<file path="config.mk">
export PLATFORM = sky130hd
export DESIGN_NAME = fetch_queue_flat
export DESIGN_NICKNAME = d
export VERILOG_FILES = /design/src/rtl/fetch_queue_if.sv /design/src/rtl/fetch_queue.sv /design/src/flat_wrapper.sv
export SDC_FILE = /design/constraint.sdc
export NUM_CORES = 1
export LEC_CHECK = 0
export ABC_AREA = 1
export BUFFER_PORTS_ARGS = -buffer_cell sky130_fd_sc_hd__buf_2
export CORE_UTILIZATION = 55
export CTS_CLUSTER_DIAMETER = 50
export CTS_CLUSTER_SIZE = 10
export DETAILED_ROUTE_END_ITERATION = 6
export HOLD_SLACK_MARGIN = 0.15
export PLACE_DENSITY = 0.79
export SLEW_MARGIN = 40
export SYNTH_ARGS = -nofsm -noshare
export SYNTH_HDL_FRONTEND = slang
export SYNTH_SLANG_ARGS = --single-unit
export TNS_END_PERCENT = 30
</file>
<file path="constraint.sdc">
create_clock -name clk -period 5 [get_ports clk]
set_input_delay 1 -clock clk [delete_from_list [all_inputs] [get_ports clk]]
set_output_delay 1 -clock clk [all_outputs]
set_load 0.05 [all_outputs]
</file>
<file path="src/rtl/fetch_queue_if.sv">
// rtl/fetch_queue_if.sv - instruction memory, redirect and decode-slot signals of the fetch queue
interface fetch_queue_if;
    logic [31:0] imem_addr;
    logic [31:0] imem_rdata;
    logic        redirect_valid;
    logic [31:0] redirect_pc;
    logic [1:0]  deq_count;
    logic        slot0_valid;
    logic [31:0] slot0_instr;
    logic [31:0] slot0_pc;
    logic        slot1_valid;
    logic [31:0] slot1_instr;
    logic [31:0] slot1_pc;

    // environment side: instruction memory, branch unit and decode
    modport master (
        input  imem_addr,
        output imem_rdata,
        output redirect_valid,
        output redirect_pc,
        output deq_count,
        input  slot0_valid,
        input  slot0_instr,
        input  slot0_pc,
        input  slot1_valid,
        input  slot1_instr,
        input  slot1_pc
    );

    // fetch queue side
    modport slave (
        output imem_addr,
        input  imem_rdata,
        input  redirect_valid,
        input  redirect_pc,
        input  deq_count,
        output slot0_valid,
        output slot0_instr,
        output slot0_pc,
        output slot1_valid,
        output slot1_instr,
        output slot1_pc
    );
endinterface

</file>
<file path="src/rtl/fetch_queue.sv">
// rtl/fetch_queue.sv - PC register plus small FIFO feeding a dual-issue decode stage
module fetch_queue #(
    parameter int          DEPTH    = 4,
    parameter logic [31:0] RESET_PC = 32'h0000_0000
) (
    input  logic          clk,
    input  logic          rst_n,
    fetch_queue_if.slave  bus
);
    localparam int PW = $clog2(DEPTH);
    localparam int CW = PW + 1;
    localparam logic [CW-1:0] DEPTH_C = CW'(DEPTH);

    logic [31:0]   pc_q;
    logic [PW-1:0] rd_ptr;
    logic [PW-1:0] wr_ptr;
    logic [PW-1:0] rd_ptr_p1;
    logic [CW-1:0] count;
    logic [CW-1:0] deq_req;
    logic [CW-1:0] eff_deq;
    logic [CW-1:0] count_next;
    logic          fetch;

    logic [31:0] q_instr [DEPTH];
    logic [31:0] q_pc    [DEPTH];

    // Dequeue is clamped to what is actually queued; the illegal request 3 is
    // treated as 2 because decode only ever sees two slots. Fetch uses the
    // pre-dequeue occupancy, so a slot freed this cycle is refilled next cycle.
    always_comb begin
        deq_req    = (bus.deq_count == 2'd3) ? CW'(2) : CW'(bus.deq_count);
        eff_deq    = (deq_req > count) ? count : deq_req;
        fetch      = (count < DEPTH_C);
        count_next = count + CW'(fetch) - eff_deq;
    end

    // Control state: reset beats redirect, redirect beats fetch and dequeue.
    always_ff @(posedge clk) begin
        if (!rst_n) begin
            pc_q   <= {RESET_PC[31:2], 2'b00};
            rd_ptr <= '0;
            wr_ptr <= '0;
            count  <= '0;
        end else if (bus.redirect_valid) begin
            pc_q   <= {bus.redirect_pc[31:2], 2'b00};
            rd_ptr <= '0;
            wr_ptr <= '0;
            count  <= '0;
        end else begin
            if (fetch) begin
                pc_q   <= pc_q + 32'd4;
                wr_ptr <= wr_ptr + PW'(1);
            end
            rd_ptr <= rd_ptr + eff_deq[PW-1:0];
            count  <= count_next;
        end
    end

    // Entry storage: written only on a real fetch, contents need no reset.
    always_ff @(posedge clk) begin
        if (rst_n && !bus.redirect_valid && fetch) begin
            q_instr[wr_ptr] <= bus.imem_rdata;
            q_pc[wr_ptr]    <= pc_q;
        end
    end

    assign rd_ptr_p1       = rd_ptr + PW'(1);
    assign bus.imem_addr   = pc_q;
    assign bus.slot0_valid = (count >= CW'(1));
    assign bus.slot0_instr = q_instr[rd_ptr];
    assign bus.slot0_pc    = q_pc[rd_ptr];
    assign bus.slot1_valid = (count >= CW'(2));
    assign bus.slot1_instr = q_instr[rd_ptr_p1];
    assign bus.slot1_pc    = q_pc[rd_ptr_p1];
endmodule

</file>
<file path="src/flat_wrapper.sv">
// flat-port wrapper written by rule: the top's interface ports become plain ports
module fetch_queue_flat 
#(
    parameter int          DEPTH    = 4,
    parameter logic [31:0] RESET_PC = 32'h0000_0000
)
  (clk, rst_n, bus_imem_addr, bus_imem_rdata, bus_redirect_valid, bus_redirect_pc, bus_deq_count, bus_slot0_valid, bus_slot0_instr, bus_slot0_pc, bus_slot1_valid, bus_slot1_instr, bus_slot1_pc);
  fetch_queue_if bus_i ();
  input  logic clk;
  input  logic rst_n;
  output wire logic [$bits(bus_i.imem_addr)-1:0] bus_imem_addr;
  input wire logic [$bits(bus_i.imem_rdata)-1:0] bus_imem_rdata;
  input wire logic [$bits(bus_i.redirect_valid)-1:0] bus_redirect_valid;
  input wire logic [$bits(bus_i.redirect_pc)-1:0] bus_redirect_pc;
  input wire logic [$bits(bus_i.deq_count)-1:0] bus_deq_count;
  output wire logic [$bits(bus_i.slot0_valid)-1:0] bus_slot0_valid;
  output wire logic [$bits(bus_i.slot0_instr)-1:0] bus_slot0_instr;
  output wire logic [$bits(bus_i.slot0_pc)-1:0] bus_slot0_pc;
  output wire logic [$bits(bus_i.slot1_valid)-1:0] bus_slot1_valid;
  output wire logic [$bits(bus_i.slot1_instr)-1:0] bus_slot1_instr;
  output wire logic [$bits(bus_i.slot1_pc)-1:0] bus_slot1_pc;
  assign bus_imem_addr = bus_i.imem_addr;
  assign bus_i.imem_rdata = bus_imem_rdata;
  assign bus_i.redirect_valid = bus_redirect_valid;
  assign bus_i.redirect_pc = bus_redirect_pc;
  assign bus_i.deq_count = bus_deq_count;
  assign bus_slot0_valid = bus_i.slot0_valid;
  assign bus_slot0_instr = bus_i.slot0_instr;
  assign bus_slot0_pc = bus_i.slot0_pc;
  assign bus_slot1_valid = bus_i.slot1_valid;
  assign bus_slot1_instr = bus_i.slot1_instr;
  assign bus_slot1_pc = bus_i.slot1_pc;
  fetch_queue #(.DEPTH(DEPTH), .RESET_PC(RESET_PC)) u_core (.clk(clk), .rst_n(rst_n), .bus(bus_i));
endmodule
</file>
==> metrics.md, run 1 <==
| Metric | Value |
|---|---|
| Status | finished, final reports clean |
| Core area | 24250 sq um |
| Peak fanout along the critical path | 68 |
| Post-Route Utilization | 65.67% |
| 1st-iter DRT viols | 1041 |
| Clock skew | 20.78 ps |
| CTS resizes | 0 |
| Top-Level Pins | 231 |
| Sequential fraction of the synthesis area | 60.54% |
| VDD IR-drop max | 0.3391 mV |
| Clock power share | 25.1% |
| Std-Cell Rows | 57 |
| Die H | 158.8 microns |
| RSZ-0062 raised after global routing | no |
| GPL Wtd Cong | 0.8953 |
| Switching Share | 45.42% |
| Setup crit end kind | primary output |
| CP peak stage delay | 670 ps |
| Crit path time final | 3946 ps |
| Buffers on Ports | 222 |
| Worst path slowest cell | clkinv_2 |
| Switch Pwr | 4.190 mW |
| Starting Density | 55.78% |
| Most common cell in the netlist | nand2_1 |
| Synth cell count leaders | nand2_1, o21ai_0, edfxtp_1, nor2_1, inv_1 |
| # nets final | 1726 |
| Kind of critical path | flip-flop to primary output |
| DR DRC count | 0 |
| Leakage Power | 6.465 nW |
| Maximum clock rate | 253.4 MHz |
| Vias in the first global route | 10760 |
| Vias per cell | 5.780 |
| Comb pwr share | 42.8% |
| Slew Limit Fails | 0 |
| Post-Route WL | 34.62 mm |
| Synth Cell Area | 13530 sq um |
| DRT Pass-1 Iters | 6 |
| Initial antenna violation count | 1 |
| DPL Wire Length | 21.18 mm |
| Critical Path Start Type | flip-flop |
| Area growth from synthesis to layout | 17.73% |
| Routed len/inst | 17.37 microns |
| Worst EP required | 4000 ps |
| Setup Buffers After CTS | 0 |
| Cell-internal power | 5.035 mW |
| Slew HR | 48.23% |
| Clk_lat worst skew | 510 ps |
| Overflow after GRT | 0 |
| Power density over the cells | 579.3 nW/um^2 |
| Die area | 25220 sq um |
| Top post-synthesis cells by area | edfxtp_1, nand2_1, o21ai_0, dfxtp_1, nor2_1 |
| Hold/Removal Path Class | flip-flop to flip-flop |
| CP Buf/Inv Count | 4 |
| Worst Tran Pin Value | 775.6 ps |
| CP Cell Sequence | buf_12 > clkinv_2 > buf_4 > o21ai_0 > o22ai_1 > buf_2 |
| Setup violators final | 0 |
| Post-CTS Hold Fix Bufs | 0 |
| Avg Inst Size Synth | 9.328 sq um |
| Vias | 11520 |
| First-pass GRT wire length | 53.13 mm |
| Post-synth top area share | 55.06% |
| CTS max path bufs | 3 |
| Cts bufs inserted | 36 |
| Largest area contributor in the netlist | edfxtp_1 |
| FFs w/ async S/R, synth | 0% |
| TritonCTS clock tree | built |
| H-tree lvl count | 2 |
| Root buf cell | clkbuf_16 |
| Die X | 158.8 microns |
| Largest net degree at the start of global routing | 103 |
| Part of the power in registers | 32.2% |
| Max-cap violation count | 0 |
| Period utilization | 78.92% |
| R2R setup slack | 2370 ps |
| Tot GR Track Use | 26.67% |
| Top FF cell, synth | edfxtp_1 |
| Number of synthesized flops with an enable pin | 248 |
| Syn Inst Count | 1450 |
| Yosys cell types | 34 |
| Clock slew at reported path FFs | 50 ps |
| Clock sinks | 285 |
| Post-route ant nets | 0 |
| Final Hold Fails | 0 |
| Worst Path Arrival | 2950 ps |
| Synth Warn # | 0 |
| Fin Setup TNS | 0 ps |
| Top Family by Delay on Critical Path | buffers and inverters |
| Synth Register Bits | 285 |
| Share of layout cells above drive strength 1 | 19.30% |
==> cells in the final DEF, fill, tap and decap left out, types with 6 or more instances in the layout <==
master / instances
nor2_2: 8
nand2_2: 9
inv_1: 75
o21ai_1: 29
clkbuf_1: 16
buf_4: 16
ha_1: 11
o21ai_0: 252
a21oi_1: 28
dfxtp_1: 35
nand3_1: 37
clkbuf_16: 37
nor2_1: 160
conb_1: 6
o22ai_1: 62
nor2_4: 12
buf_2: 222
edfxtp_1: 248
nand2_1: 364
==> layer usage <==
metal | up-vias | routed length [microns] | part of all wire (%) | track usage [%]
li1 | 5378 | - | - | -
met1 | 5454 | 13480 | 39 | 33.19
met2 | 593 | 17220 | 50 | 46.01
met3 | 95 | 2864 | 8.3 | 4.127
met4 | 0 | 1055 | 3.0 | 11.65
met5 | - | 0 | 0 | 0
==> power by group through the flow <==
stage / combinational, mW / clock, mW / sequential, mW
floorplan: 2.99 / 0 / 3.00
global placement: 3.80 / 0 / 3.03
detailed placement: 3.87 / 0 / 3.04
CTS: 3.89 / 2.34 / 2.99
global route: 4.18 / 2.45 / 2.99
finish: 3.95 / 2.31 / 2.97
==> stage by stage <==
stage               instance area (sq um)  total power, mW  hold slack [ps]  setup WS (ps)  std cells
detailed placement                  14840            6.912            544.8           1556       1930
finish                              15920            9.226            544.6           1054       1993
CTS                                 15900            9.223            551.4           1027       1991
global placement                    14840            6.829            508.7           1625       1930
floorplan                           13540            5.982            489.7          445.7       1455
global route                        15920            9.614            577.1          931.6       1992
==> sequential cells by signal, summed over array words and instances, names as in the netlist <==
name,count
u_core.q_pc,120
u_core.q_instr,128
u_core.wr_ptr,2
u_core.rd_ptr,2
u_core.bus.imem_addr,30
u_core.count,3
==> kinds of logic (layout without fill, tap and decap cells) <==
| family | count (synthesis) | in the layout | synth area share (%) |
|---|---|---|---|
| AO/OA/AOI/OAI | 380 | 380 | 14.77 |
| XOR/XNOR | 7 | 7 | 0.4533 |
| adder cells (fa/ha/maj) | 12 | 12 | 1.166 |
| buffers and inverters | 169 | 382 | 5.328 |
| flip-flops | 285 | 285 | 60.54 |
| other | 1 | 7 | 0.02773 |
| AND/OR/NAND/NOR | 596 | 596 | 17.72 |
==> layout make-up <==
class                           instances  area (sq um)
Timing Repair Buffer                  241          1282
Inverter                               80         304.0
Tap cell                              324         405.4
Clock buffer                           53         985.9
Sequential cell                       285          8195
Fill cell                            1881          8324
Multi-Input combinational cell       1001          4673
Clock inverter                          8         75.07
Antenna cell                            1         2.502
==> worst paths after layout <==
path | cells past startpoint | from | endpoint
setup / recovery | 6 | u_core.rd_ptr[1]$_SDFF_PP0_ | bus_slot0_instr[1]
hold / removal | 2 | u_core.wr_ptr[1]$_SDFFE_PP0N_ | u_core.wr_ptr[1]$_SDFFE_PP0N_
setup reg to reg | 13 | u_core.count[1]$_SDFF_PP0_ | u_core.count[2]$_SDFF_PP0_
hold reg to reg | 2 | u_core.wr_ptr[1]$_SDFFE_PP0N_ | u_core.wr_ptr[1]$_SDFFE_PP0N_
==> worst register-to-register path, cell delays in order (launching register included) <==
cell and delay, ps:
dfxtp_1 380, inv_1 60, ha_1 290, inv_1 40
o21bai_1 130, nand2_1 120, a21oi_1 260, ha_1 280
inv_1 60, ha_1 130, inv_1 50, fa_1 360
or2_2 300, a21oi_1 110
(Power assumes the default switching activity.)
==> run 2, diff against run 1 <==
==> constraint.sdc (replaced) <==
create_clock -name clk -period 3.95 [get_ports clk]
set_input_delay 0.79 -clock clk [delete_from_list [all_inputs] [get_ports clk]]
set_output_delay 0.79 -clock clk [all_outputs]
set_load 0.05 [all_outputs]
==> run 2 against run 1 <==
  * Combinational power increased by 27%
  * Highest routed layer unchanged
  * Die area unchanged
  * Clock power increased by 30%
  * Count of clock-buffer cells in the layout decreased by 7
  * Wire length about the same
  * Setup slack got worse by 740 ps
  * Sequential power increased by 27%
  * Non-clock buffer count decreased by 3
==> metrics.md, run 2 (synthesis gave the netlist of run 1 again) <==
| Metric | Value |
|---|---|
| Status | finished, final reports clean |
| Clock sinks | 285 |
| Clock skew | 17.05 ps |
| Routed len/inst | 17.46 microns |
| Hold path depth | 1 |
| CP Depth | 6 |
| DPL Wire Length | 21.23 mm |
| Setup violators final | 0 |
| Fin Hold WS | 503.7 ps |
| H-tree lvl count | 2 |
| Crit path time final | 3641 ps |
| 1st-iter DRT viols | 1047 |
| Post-Route WL | 34.63 mm |
| Kind of critical path | flip-flop to primary output |
| Most frequent cells in the layout | nand2_1, o21ai_0, edfxtp_1 |
| Leading cell type in the layout, fill and taps excluded | nand2_1 |
| Post-CTS Hold Fix Bufs | 0 |
| Worst EP required | 3160 ps |
| Critical Path Start Type | flip-flop |
| VDD IR-drop max | 0.4371 mV |
| Most flops, register | u_core.q_instr |
| DR DRC count | 0 |
| Fin Setup TNS | 0 ps |
| Worst Tran Pin Value | 796.3 ps |
| Largest net degree at the start of global routing | 90 |
| Antenna diodes | 0 |
| Period utilization | 92.17% |
| Hold/Removal Path Class | input port to flip-flop |
| Vias per cell | 5.755 |
| Slew HR | 46.91% |
| Max reg flops | 128 |
| CTS max path bufs | 3 |
| Area growth from synthesis to layout | 18.14% |
| Worst path slowest cell | dfxtp_4 |
| Pwr Total | 11.78 mW |
| CP Cell Sequence | buf_4 > o21ai_0 > nand2_1 > o21ai_0 > nand2_1 > buf_2 |
| Clk_lat worst skew | 510 ps |
| # nets final | 1723 |
| Core area | 24250 sq um |
| Clock slew at reported path FFs | 60 ps |
| Overflow after GRT | 0 |
| RSZ-0062 raised after global routing | no |
| Die H | 158.8 microns |
| TritonCTS clock tree | built |
| DRT Pass-1 Iters | 5 |
| Vias in the first global route | 10900 |
| Share of layout cells above drive strength 1 | 19.41% |
| GPL Wtd Cong | 0.9091 |
| Final Hold Fails | 0 |
| Leakage Power | 6.503 nW |
| Slew Limit Fails | 0 |
| Maximum clock rate | 274.7 MHz |
| Post-Route Utilization | 65.90% |
| R2r worst-path depth | 13 |
| Std-Cell Rows | 57 |
| Tot GR Track Use | 26.94% |
| Peak fanout along the critical path | 85 |
| Top Family by Delay on Critical Path | buffers and inverters |
| Die X | 158.8 microns |
| Setup crit end kind | primary output |
| Max-cap violation count | 0 |
| Root buf cell | clkbuf_16 |
| Top-Level Pins | 231 |
| Power density over the cells | 737.2 nW/um^2 |
| Starting Density | 55.78% |
| Buffers on Ports | 222 |
| Die area | 25220 sq um |
| First-pass GRT wire length | 53.94 mm |
| CTS resizes | 0 |
| Cts bufs inserted | 36 |
| CP peak stage delay | 710 ps |
| Initial antenna violation count | 0 |
| CP Buf/Inv Count | 2 |
| Worst Path Arrival | 2850 ps |
| Setup Buffers After CTS | 0 |
| Vias | 11410 |
| Post-route ant nets | 0 |
## run 2: cell count changes in the layout (fill, tap and decap cells not counted), sizes merged
cell,previous run,this run
diode,1,0
clkinvlp,2,0
inv,80,81
buf,241,238
clkinv,5,6
clkbuf,53,46
bufinv,1,2
## run 2: worst paths after layout
check	startpoint	endpoint	slack, ps
worst min register to register	u_core.wr_ptr[1]$_SDFFE_PP0N_	u_core.wr_ptr[1]$_SDFFE_PP0N_	530
worst max-delay path	u_core.rd_ptr[0]$_SDFF_PP0_	bus_slot1_pc[10]	310
worst max register to register	u_core.count[1]$_SDFF_PP0_	u_core.count[2]$_SDFF_PP0_	1210
worst min-delay path	bus_imem_rdata[27]	u_core.q_instr[2][27]$_DFFE_PP_	500
## run 2: layout make-up
cell class,instances,area [sq um]
clock buffer,46,969.7
clock inverter,9,101.3
fill,1850,8269
inverter,80,302.8
multi-input combinational,1001,4673
sequential,285,8195
tap,324,405.4
timing repair buffer,238,1331
## run 2: metrics by stage
stage	instances	setup slack (ps)	area, sq um
2_1_floorplan	1455	-394.3	13540
3_3_place_gp	1928	822.7	14910
3_5_place_dp	1928	699.6	14910
4_1_cts	1983	388.2	15980
5_1_grt	1983	158.7	15980
6_report	1983	309.4	15980
## run 2: per-layer routing
metal	global-route usage, %	vias to the layer above	part of all wire [%]
met4	11.56	0	3.1
li1	-	5369	-
met1	34.11	5353	40
met3	3.814	95	7.9
met5	0	-	0
met2	46.21	595	49
## run 2: worst register-to-register path: cells and delay by family (launching register included)
| kind | cells | cell delay, ps |
|---|---|---|
| AO/OA/AOI/OAI | 3 | 530 |
| AND/OR/NAND/NOR | 2 | 440 |
| buffers and inverters | 4 | 230 |
| adder cells (fa/ha/maj) | 4 | 1100 |
| flip-flops | 1 | 380 |
## run 2: power by group
part	internal, mW	total, mW	switching [mW]
Sequential	3.53	3.76	0.237
Combinational	1.09	5.02	3.93
Clock	1.85	3.00	1.16
Total	6.46	11.8	5.32
